===== config.mk =====
export PLATFORM = sky130hd
export DESIGN_NAME = cpu_run_ctrl
export DESIGN_NICKNAME = d
export VERILOG_FILES = /design/src/rtl/cpu_run_ctrl_pkg.sv /design/src/rtl/cpu_run_ctrl_loader_if.sv /design/src/rtl/cpu_run_ctrl.sv
export SDC_FILE = /design/constraint.sdc
export NUM_CORES = 1
export LEC_CHECK = 0
export CELL_PAD_IN_SITES_DETAIL_PLACEMENT = 1
export CELL_PAD_IN_SITES_GLOBAL_PLACEMENT = 2
export CORE_UTILIZATION = 39
export CTS_CLUSTER_DIAMETER = 60
export DETAILED_ROUTE_END_ITERATION = 6
export DONT_BUFFER_PORTS = 1
export PLACE_DENSITY_LB_ADDON = 0.2
export SETUP_SLACK_MARGIN = 0.02
export SYNTH_ARGS = -nofsm -noshare
export SYNTH_HDL_FRONTEND = slang
export SYNTH_SLANG_ARGS = --single-unit
export TNS_END_PERCENT = 30

===== constraint.sdc =====
create_clock -name clk -period 5.1 [get_ports clk]
set_clock_uncertainty 0.05 [all_clocks]
set_input_delay 1.53 -clock clk [delete_from_list [all_inputs] [get_ports clk]]
set_output_delay 1.53 -clock clk [all_outputs]
set_load 0.1 [all_outputs]

===== src/rtl/cpu_run_ctrl_pkg.sv =====
// +--------------------------------------------------------------------+
// | cpu_run_ctrl_pkg : shared types and constants for the run sequencer |
// | Revision 1.0                                                       |
// +--------------------------------------------------------------------+
`default_nettype none

`ifndef CPU_WORD_W
`define CPU_WORD_W 32
`endif

package cpu_run_ctrl_pkg;

  localparam int C_WORD       = `CPU_WORD_W;
  localparam int C_MAX_CYCLES = 1000000;

  typedef enum logic [2:0] {
    S_IDLE    = 3'd0,
    S_LOAD    = 3'd1,
    S_CPU_RST = 3'd2,
    S_RUN     = 3'd3,
    S_DONE    = 3'd4,
    S_TIMEOUT = 3'd5,
    S_ERROR   = 3'd6
  } run_state_t;

endpackage

`default_nettype wire


===== src/rtl/cpu_run_ctrl_loader_if.sv =====
// +--------------------------------------------------------------------+
// | cpu_run_ctrl_loader_if : program-load handshake and imem write     |
// | Revision 1.0                                                       |
// +--------------------------------------------------------------------+
`default_nettype none

module cpu_run_ctrl_loader_if
  import cpu_run_ctrl_pkg::*;
#(
  parameter int WORD       = C_WORD,
  parameter int IMEM_DEPTH = 1024,
  parameter int ADDR_W     = $clog2(IMEM_DEPTH)
) (
  input  logic              clk,
  input  logic              rst_n,
  input  logic              active,
  input  logic              clear,
  input  logic              ld_valid,
  input  logic [WORD-1:0]   ld_data,
  input  logic              ld_last,
  output logic              ld_ready,
  output logic              imem_we,
  output logic [ADDR_W-1:0] imem_addr,
  output logic [WORD-1:0]   imem_wdata,
  output logic [ADDR_W:0]   word_count,
  output logic              hs_last,
  output logic              hs_overflow
);

  localparam logic [ADDR_W:0] c_last_addr = (ADDR_W+1)'(IMEM_DEPTH - 1);

  logic [ADDR_W:0] r_word_count;
  logic            w_hs;

  assign w_hs        = active & ld_valid;
  assign ld_ready    = active;
  assign imem_we     = w_hs;
  assign imem_addr   = r_word_count[ADDR_W-1:0];
  assign imem_wdata  = ld_data;
  assign word_count  = r_word_count;
  assign hs_last     = w_hs & ld_last;
  // The top slot is still written; the controller errors out afterwards.
  assign hs_overflow = w_hs & ~ld_last & (r_word_count == c_last_addr);

  always_ff @(posedge clk or negedge rst_n) begin
    if (!rst_n) begin
      r_word_count <= '0;
    end else if (clear) begin
      r_word_count <= '0;
    end else if (w_hs) begin
      r_word_count <= r_word_count + (ADDR_W+1)'(1);
    end
  end

endmodule

`default_nettype wire


===== src/rtl/cpu_run_ctrl.sv =====
// +--------------------------------------------------------------------+
// | cpu_run_ctrl : loads a program, resets and runs the core to finish |
// | Revision 1.0                                                       |
// +--------------------------------------------------------------------+
`default_nettype none

module cpu_run_ctrl
  import cpu_run_ctrl_pkg::*;
#(
  parameter int WORD       = C_WORD,
  parameter int IMEM_DEPTH = 1024,
  parameter int ADDR_W     = $clog2(IMEM_DEPTH),
  parameter int CNT_W      = 32,
  parameter int MAX_CYCLES = C_MAX_CYCLES
) (
  input  logic              clk,
  input  logic              rst_n,
  input  logic              start,
  input  logic              abort,
  input  logic              ld_valid,
  output logic              ld_ready,
  input  logic [WORD-1:0]   ld_data,
  input  logic              ld_last,
  output logic              imem_we,
  output logic [ADDR_W-1:0] imem_addr,
  output logic [WORD-1:0]   imem_wdata,
  output logic              cpu_rst_n,
  output logic              cpu_en,
  input  logic              cpu_finish,
  output logic              busy,
  output logic              done,
  output logic              timeout,
  output logic              load_err,
  output logic [CNT_W-1:0]  cycle_count,
  output logic [ADDR_W:0]   word_count
);

  localparam logic [CNT_W-1:0] c_last_cycle = CNT_W'(MAX_CYCLES - 1);

  run_state_t       r_state;
  run_state_t       w_state_nxt;
  logic             r_cpu_rst_n;
  logic             r_cpu_en;
  logic [CNT_W-1:0] r_cycle_count;
  logic             w_cpu_rst_n_nxt;
  logic             w_cpu_en_nxt;
  logic             w_startable;
  logic             w_start_ok;
  logic             w_load_active;
  logic             w_run_count;
  logic             w_hs_last;
  logic             w_hs_overflow;

  assign w_startable   = (r_state == S_IDLE) || (r_state == S_DONE) ||
                         (r_state == S_TIMEOUT) || (r_state == S_ERROR);
  assign w_start_ok    = start & ~abort & w_startable;
  assign w_load_active = (r_state == S_LOAD) & ~abort;
  // An aborted RUN cycle is not counted so the count reflects completed work.
  assign w_run_count   = (r_state == S_RUN) & ~abort;

  cpu_run_ctrl_loader_if #(
    .WORD       (WORD),
    .IMEM_DEPTH (IMEM_DEPTH),
    .ADDR_W     (ADDR_W)
  ) u_loader (
    .clk         (clk),
    .rst_n       (rst_n),
    .active      (w_load_active),
    .clear       (w_start_ok),
    .ld_valid    (ld_valid),
    .ld_data     (ld_data),
    .ld_last     (ld_last),
    .ld_ready    (ld_ready),
    .imem_we     (imem_we),
    .imem_addr   (imem_addr),
    .imem_wdata  (imem_wdata),
    .word_count  (word_count),
    .hs_last     (w_hs_last),
    .hs_overflow (w_hs_overflow)
  );

  always_comb begin
    w_state_nxt = r_state;
    if (abort) begin
      w_state_nxt = S_IDLE;
    end else begin
      unique case (r_state)
        S_IDLE, S_DONE, S_TIMEOUT, S_ERROR: begin
          if (start) w_state_nxt = S_LOAD;
        end
        S_LOAD: begin
          if (w_hs_last)          w_state_nxt = S_CPU_RST;
          else if (w_hs_overflow) w_state_nxt = S_ERROR;
        end
        S_CPU_RST: w_state_nxt = S_RUN;
        S_RUN: begin
          if (cpu_finish)                          w_state_nxt = S_DONE;
          else if (r_cycle_count == c_last_cycle)  w_state_nxt = S_TIMEOUT;
        end
        default: w_state_nxt = S_IDLE;
      endcase
    end
    // Core controls are registered from the state being entered.
    w_cpu_rst_n_nxt = (w_state_nxt == S_RUN) || (w_state_nxt == S_DONE) ||
                      (w_state_nxt == S_TIMEOUT);
    w_cpu_en_nxt    = (w_state_nxt == S_RUN);
  end

  always_ff @(posedge clk or negedge rst_n) begin
    if (!rst_n) begin
      r_state       <= S_IDLE;
      r_cpu_rst_n   <= 1'b0;
      r_cpu_en      <= 1'b0;
      r_cycle_count <= '0;
    end else begin
      r_state     <= w_state_nxt;
      r_cpu_rst_n <= w_cpu_rst_n_nxt;
      r_cpu_en    <= w_cpu_en_nxt;
      if (w_start_ok) begin
        r_cycle_count <= '0;
      end else if (w_run_count) begin
        r_cycle_count <= r_cycle_count + CNT_W'(1);
      end
    end
  end

  assign cpu_rst_n   = r_cpu_rst_n;
  assign cpu_en      = r_cpu_en;
  assign cycle_count = r_cycle_count;
  assign busy        = (r_state == S_LOAD) || (r_state == S_CPU_RST) || (r_state == S_RUN);
  assign done        = (r_state == S_DONE);
  assign timeout     = (r_state == S_TIMEOUT);
  assign load_err    = (r_state == S_ERROR);

endmodule

`default_nettype wire


; ---- After elaboration in Yosys (flattened, before gate mapping)
; Cells that the tools add are included.
; Widths: inputs -> output; s select.
[totals]
register_bits = 48
in_bits = 39
out_inout_bits = 93
[classes]
add_sub_neg = 2
eq_ne = 11
muxes = 11
bitwise_logic = 10
reduce_logical = 11
[op_table]
columns = operator, count
row1 = $mux 32, 2
row2 = $add 32x1->32 const B, 1
row3 = $eq 32x20->1 const B, 1
row4 = $mux 11, 2
row5 = $mux 3, 6
row6 = $eq 3x3->1 const B, 5
row7 = $pmux 3 s4, 1
row8 = $add 11x1->11 const B, 1
row9 = $eq 11x10->1 const B, 1
row10 = $eq 3x2->1 const B, 3
row11 = $and 1x1->1, 8
row12 = $logic_or 1x1->1, 7
row13 = $reduce_bool 2->1, 2
row14 = $reduce_or 4->1, 1
row15 = $eq 3x1->1 const B, 1
row16 = $logic_not 3->1, 1
row17 = $not 1->1, 2

; ---- Depth between registers and ports, before layout
[depth]
word_depth = 12
depth_mapped = 8
mapped_depth_nobuf = 7

; ---- By module
; Synthesis repeated with hierarchy kept, for this count alone.
[hier_totals]
cells_unflattened = 342
hier_area_um2 = 2991.6
[modules_own_cells]
columns = module, n_inst, cells_each, area_each_um2, seq_area_each_um2
row1 = cpu_run_ctrl, 1, 246, 2132.0, 925.9
row2 = cpu_run_ctrl_loader_if, 1, 96, 859.6, 275.3

; ---- Worst setup path before layout
; Ideal clock, no wire load.
[synth_path]
path_kind = input-to-output
from = input port abort
to = output port imem_we
arrival_time_ns = 3.410
path_slack_ns = 0.110
path_stages = 4
n_path_buf = 1
cell_sequence = clkbuf_8 -> nor4b_4 -> nand2_2 -> clkinv_2
[synth_via]
elab_chain_cells = 3
[synth_lines]
columns = item, line_no
row1 = start: declaration, cpu_run_ctrl.sv:19  ; input logic abort,
row2 = $not 1->1, cpu_run_ctrl.sv:57  ; assign w_load_active = (r_state == S_LOAD) & ~abort;
row3 = $and 1x1->1, cpu_run_ctrl.sv:57
row4 = via ld_ready, cpu_run_ctrl.sv:21  ; output logic ld_ready,
row5 = $and 1x1->1, cpu_run_ctrl_loader_if.sv:35  ; assign w_hs = active & ld_valid;
row6 = end: declaration, cpu_run_ctrl.sv:24  ; output logic imem_we,
; The timed path passes the listed nets, and every way through them passes these cells.

; ---- Worst setup path in the final report
[layout_path]
from = input port abort
to = output port imem_we
[layout_via]
elab_chain_cells = 3
[layout_lines]
columns = item, line_no
row1 = $not 1->1, cpu_run_ctrl.sv:57
row2 = $and 1x1->1, cpu_run_ctrl.sv:57
row3 = $and 1x1->1, cpu_run_ctrl_loader_if.sv:35
; Every way passes these cells.

==> reports/qor.yml <==
clock_tree:
  cts_setup_buffers: 0
  clkLatencyLatePin_ps: 300
  cts_sinks: 48
  clockBufferDepth: 2
  root_buffer: "clkbuf_8"
  cts-resized-gates: 0
  cts_inserted_buffers: 5
  h-tree-depth: 2
  cts_tree: "yes"
  ctsHoldBuffers: 0
  cts.clk_slew.worst_paths_ps: 90
critical_path:
  ff2ff_path_depth: 7
  crit_required_ps: 3520
  ff2ff_setup_slack_ps: 1990
  crit_fanout: 11
  setup.worst_path.start_class: "primary input"
  worstReg2RegStart: "cycle_count[0]$_DFFE_PN0P_"
  crit_start: "abort"
  end_kind: "output port"
  worstSetupPathType: "in -> out"
  worst_ep_arrival_time_ps: 2320
  worstReg2RegEnd: "cycle_count[14]$_DFFE_PN0P_"
drt:
  wire_per_inst_um: 18.3
  num_vias: 2091
  drtPass1Iterations: 4
  drtIter0Drc: 63
  vias_per_cell: 5.52
  route.detailed.drc: 0
  wl_um: 6920
  final_antenna_net_count: 0
logic_synthesis:
  synthesis.yosys.warnings: 0
  ys_seq_area_frac: 0.398
  yosys.area.top_type: "dfrtp_1"
  yosys.area.top_type_share: 0.398
  yosysUniqueCellTypes: 50
  yosys_most_used_dff: "dfrtp_1"
  postSynthCellCount: 319
  syn_avg_cell_area_um2: 9.47
  synth_nets: 360
  synthTopCellsByCount: "nor2_1, dfrtp_1, buf_4"
  synth_edf_count: 0
  ys_ff_latch: 48
  postSynth.asyncResetShare: 1.00
  yosys-top-cells-area: "dfrtp_1, buf_4, xor2_1"
  synth.most_common_cell: "nor2_1"
  netlist_area_um2: 3020
die:
  std_cell_rows: 31
  die_y_um: 90.0
  design.die.area_um2: 8100
  design.portCount: 132
  die_w_um: 90.0
  initial_utilization: 0.410
  core_region_area_um2: 7370
sta:
  relSlewSlack: 0.273
  setup_viol: 0
  fmax_ghz: 0.256
  tns_ps: 0
  worst_pin_slew_ps: 1090
  fin_crit_sh: 0.765
  rsz0062_at_grt: "no"
  period_minus_slack_ps: 3900
  slew_viol_final: 0
  hold_viol: 0
pwr:
  ir_drop_mv: 0.116
  leakage_uw: 0.00126
  power_density_nw_per_um2: 260
place:
  place_area_um2: 2850
  gp_congestion: 0.751
  io_buffers: 0
  dp_hpwl_um: 4950
global_route:
  grt-ovfl-total: 0
  antenna_found_initial: 0
  grt_pass1_vias: 2177
  track_usage: 0.177
  grt_max_degree: 49
  grt_pass1_wl_um: 11500
worst_hold_path:
  hold_end: "r_state[0]$_DFF_PN0_"
  hold_path_depth: 3
  min_path_type: "reg -> reg"
  holdCritStartpoint: "r_state[0]$_DFF_PN0_"
final_layout:
  final_cell_area_um2: 2960
  nets: 320
  filler_cell_count: 833
  utilization: 0.402
  area_delta_synth_final_pct: -2.03
  drive_gt1_frac: 0.161
  diodes: 0
outcome:
  status: "completed"
run:
  max_cap_violations: 0
## cells by family after synthesis
logic type / share of synthesized area
DFF: 0.398
AOI/OAI and AO/OA: 0.0708
xor gates and xnor gates: 0.107
muxes: 0.00704
buffers and inverters: 0.136
adders and majority gates: 0.00828
and+or+nand+nor: 0.273
## flip-flops by register name, summed over array words and instances (netlist names)
| name | flops |
|---|---|
| u_loader.word_count | 11 |
| cpu_en | 1 |
| cpu_rst_n | 1 |
| cycle_count | 32 |
| r_state | 3 |
## placed cells by master (no fill, tap or decap), types with 5 or more instances in the layout
| cell type | netlist | layout |
|---|---|---|
| dfrtp_2 | 0 | 10 |
| and3_1 | 10 | 10 |
| xor2_1 | 27 | 27 |
| clkbuf_8 | 1 | 5 |
| and4_1 | 6 | 6 |
| nor4_1 | 5 | 5 |
| dfrtp_1 | 48 | 38 |
| xnor2_1 | 10 | 10 |
| nand2_1 | 21 | 21 |
| nor3_1 | 11 | 9 |
| a21oi_1 | 6 | 6 |
| nor2_1 | 49 | 47 |
| nand4_1 | 11 | 11 |
| nand3_1 | 17 | 17 |
## critical path, stage by stage
cell,delay [ps]
nor4b_4,290
nand2_2,130
clkinv_2,370
## stage by stage
stage / setup WS (ps) / std cells / total power (µW) / hold WS, ps
6_report: 1200 / 379 / 769 / 808
5_1_grt: 1130 / 379 / 798 / 836
3_5_place_dp: 1180 / 371 / 497 / 812
3_3_place_gp: 1220 / 371 / 496 / 775
2_1_floorplan: 110 / 319 / 613 / 596
4_1_cts: 1180 / 379 / 781 / 833
## worst max-delay path by stage
stage / end / cells past startpoint
floorplan: imem_we / 4
global placement: imem_we / 3
detailed placement: imem_we / 3
CTS: imem_we / 3
global route: imem_we / 3
finish: imem_we / 3
## routing by layer
layer,global-route usage,vias up,share of wire
li1,-,970,-
met1,0.236,1046,0.46
met2,0.276,58,0.46
met3,0.0525,17,0.069
met4,0.0524,0,0.013
met5,0,-,0
## final cells by class
cell class | count | area, µm² | share of cell area
clock buffer | 6 | 72.6 | 0.0245
clock inverter | 2 | 35.0 | 0.0118
inverter | 5 | 20.0 | 0.00677
multi-input combinational | 215 | 1430 | 0.483
sequential | 48 | 1210 | 0.410
tap | 99 | 124 | 0.0419
timing repair buffer | 4 | 65.1 | 0.0220
## where the power goes
group / switching [µW] / internal [µW] / total (µW)
sequential: 53.7 / 384 / 438
combinational: 37.6 / 13.3 / 50.9
clock: 134 / 146 / 280
Note: power is estimated with default switching activity, not from simulation.
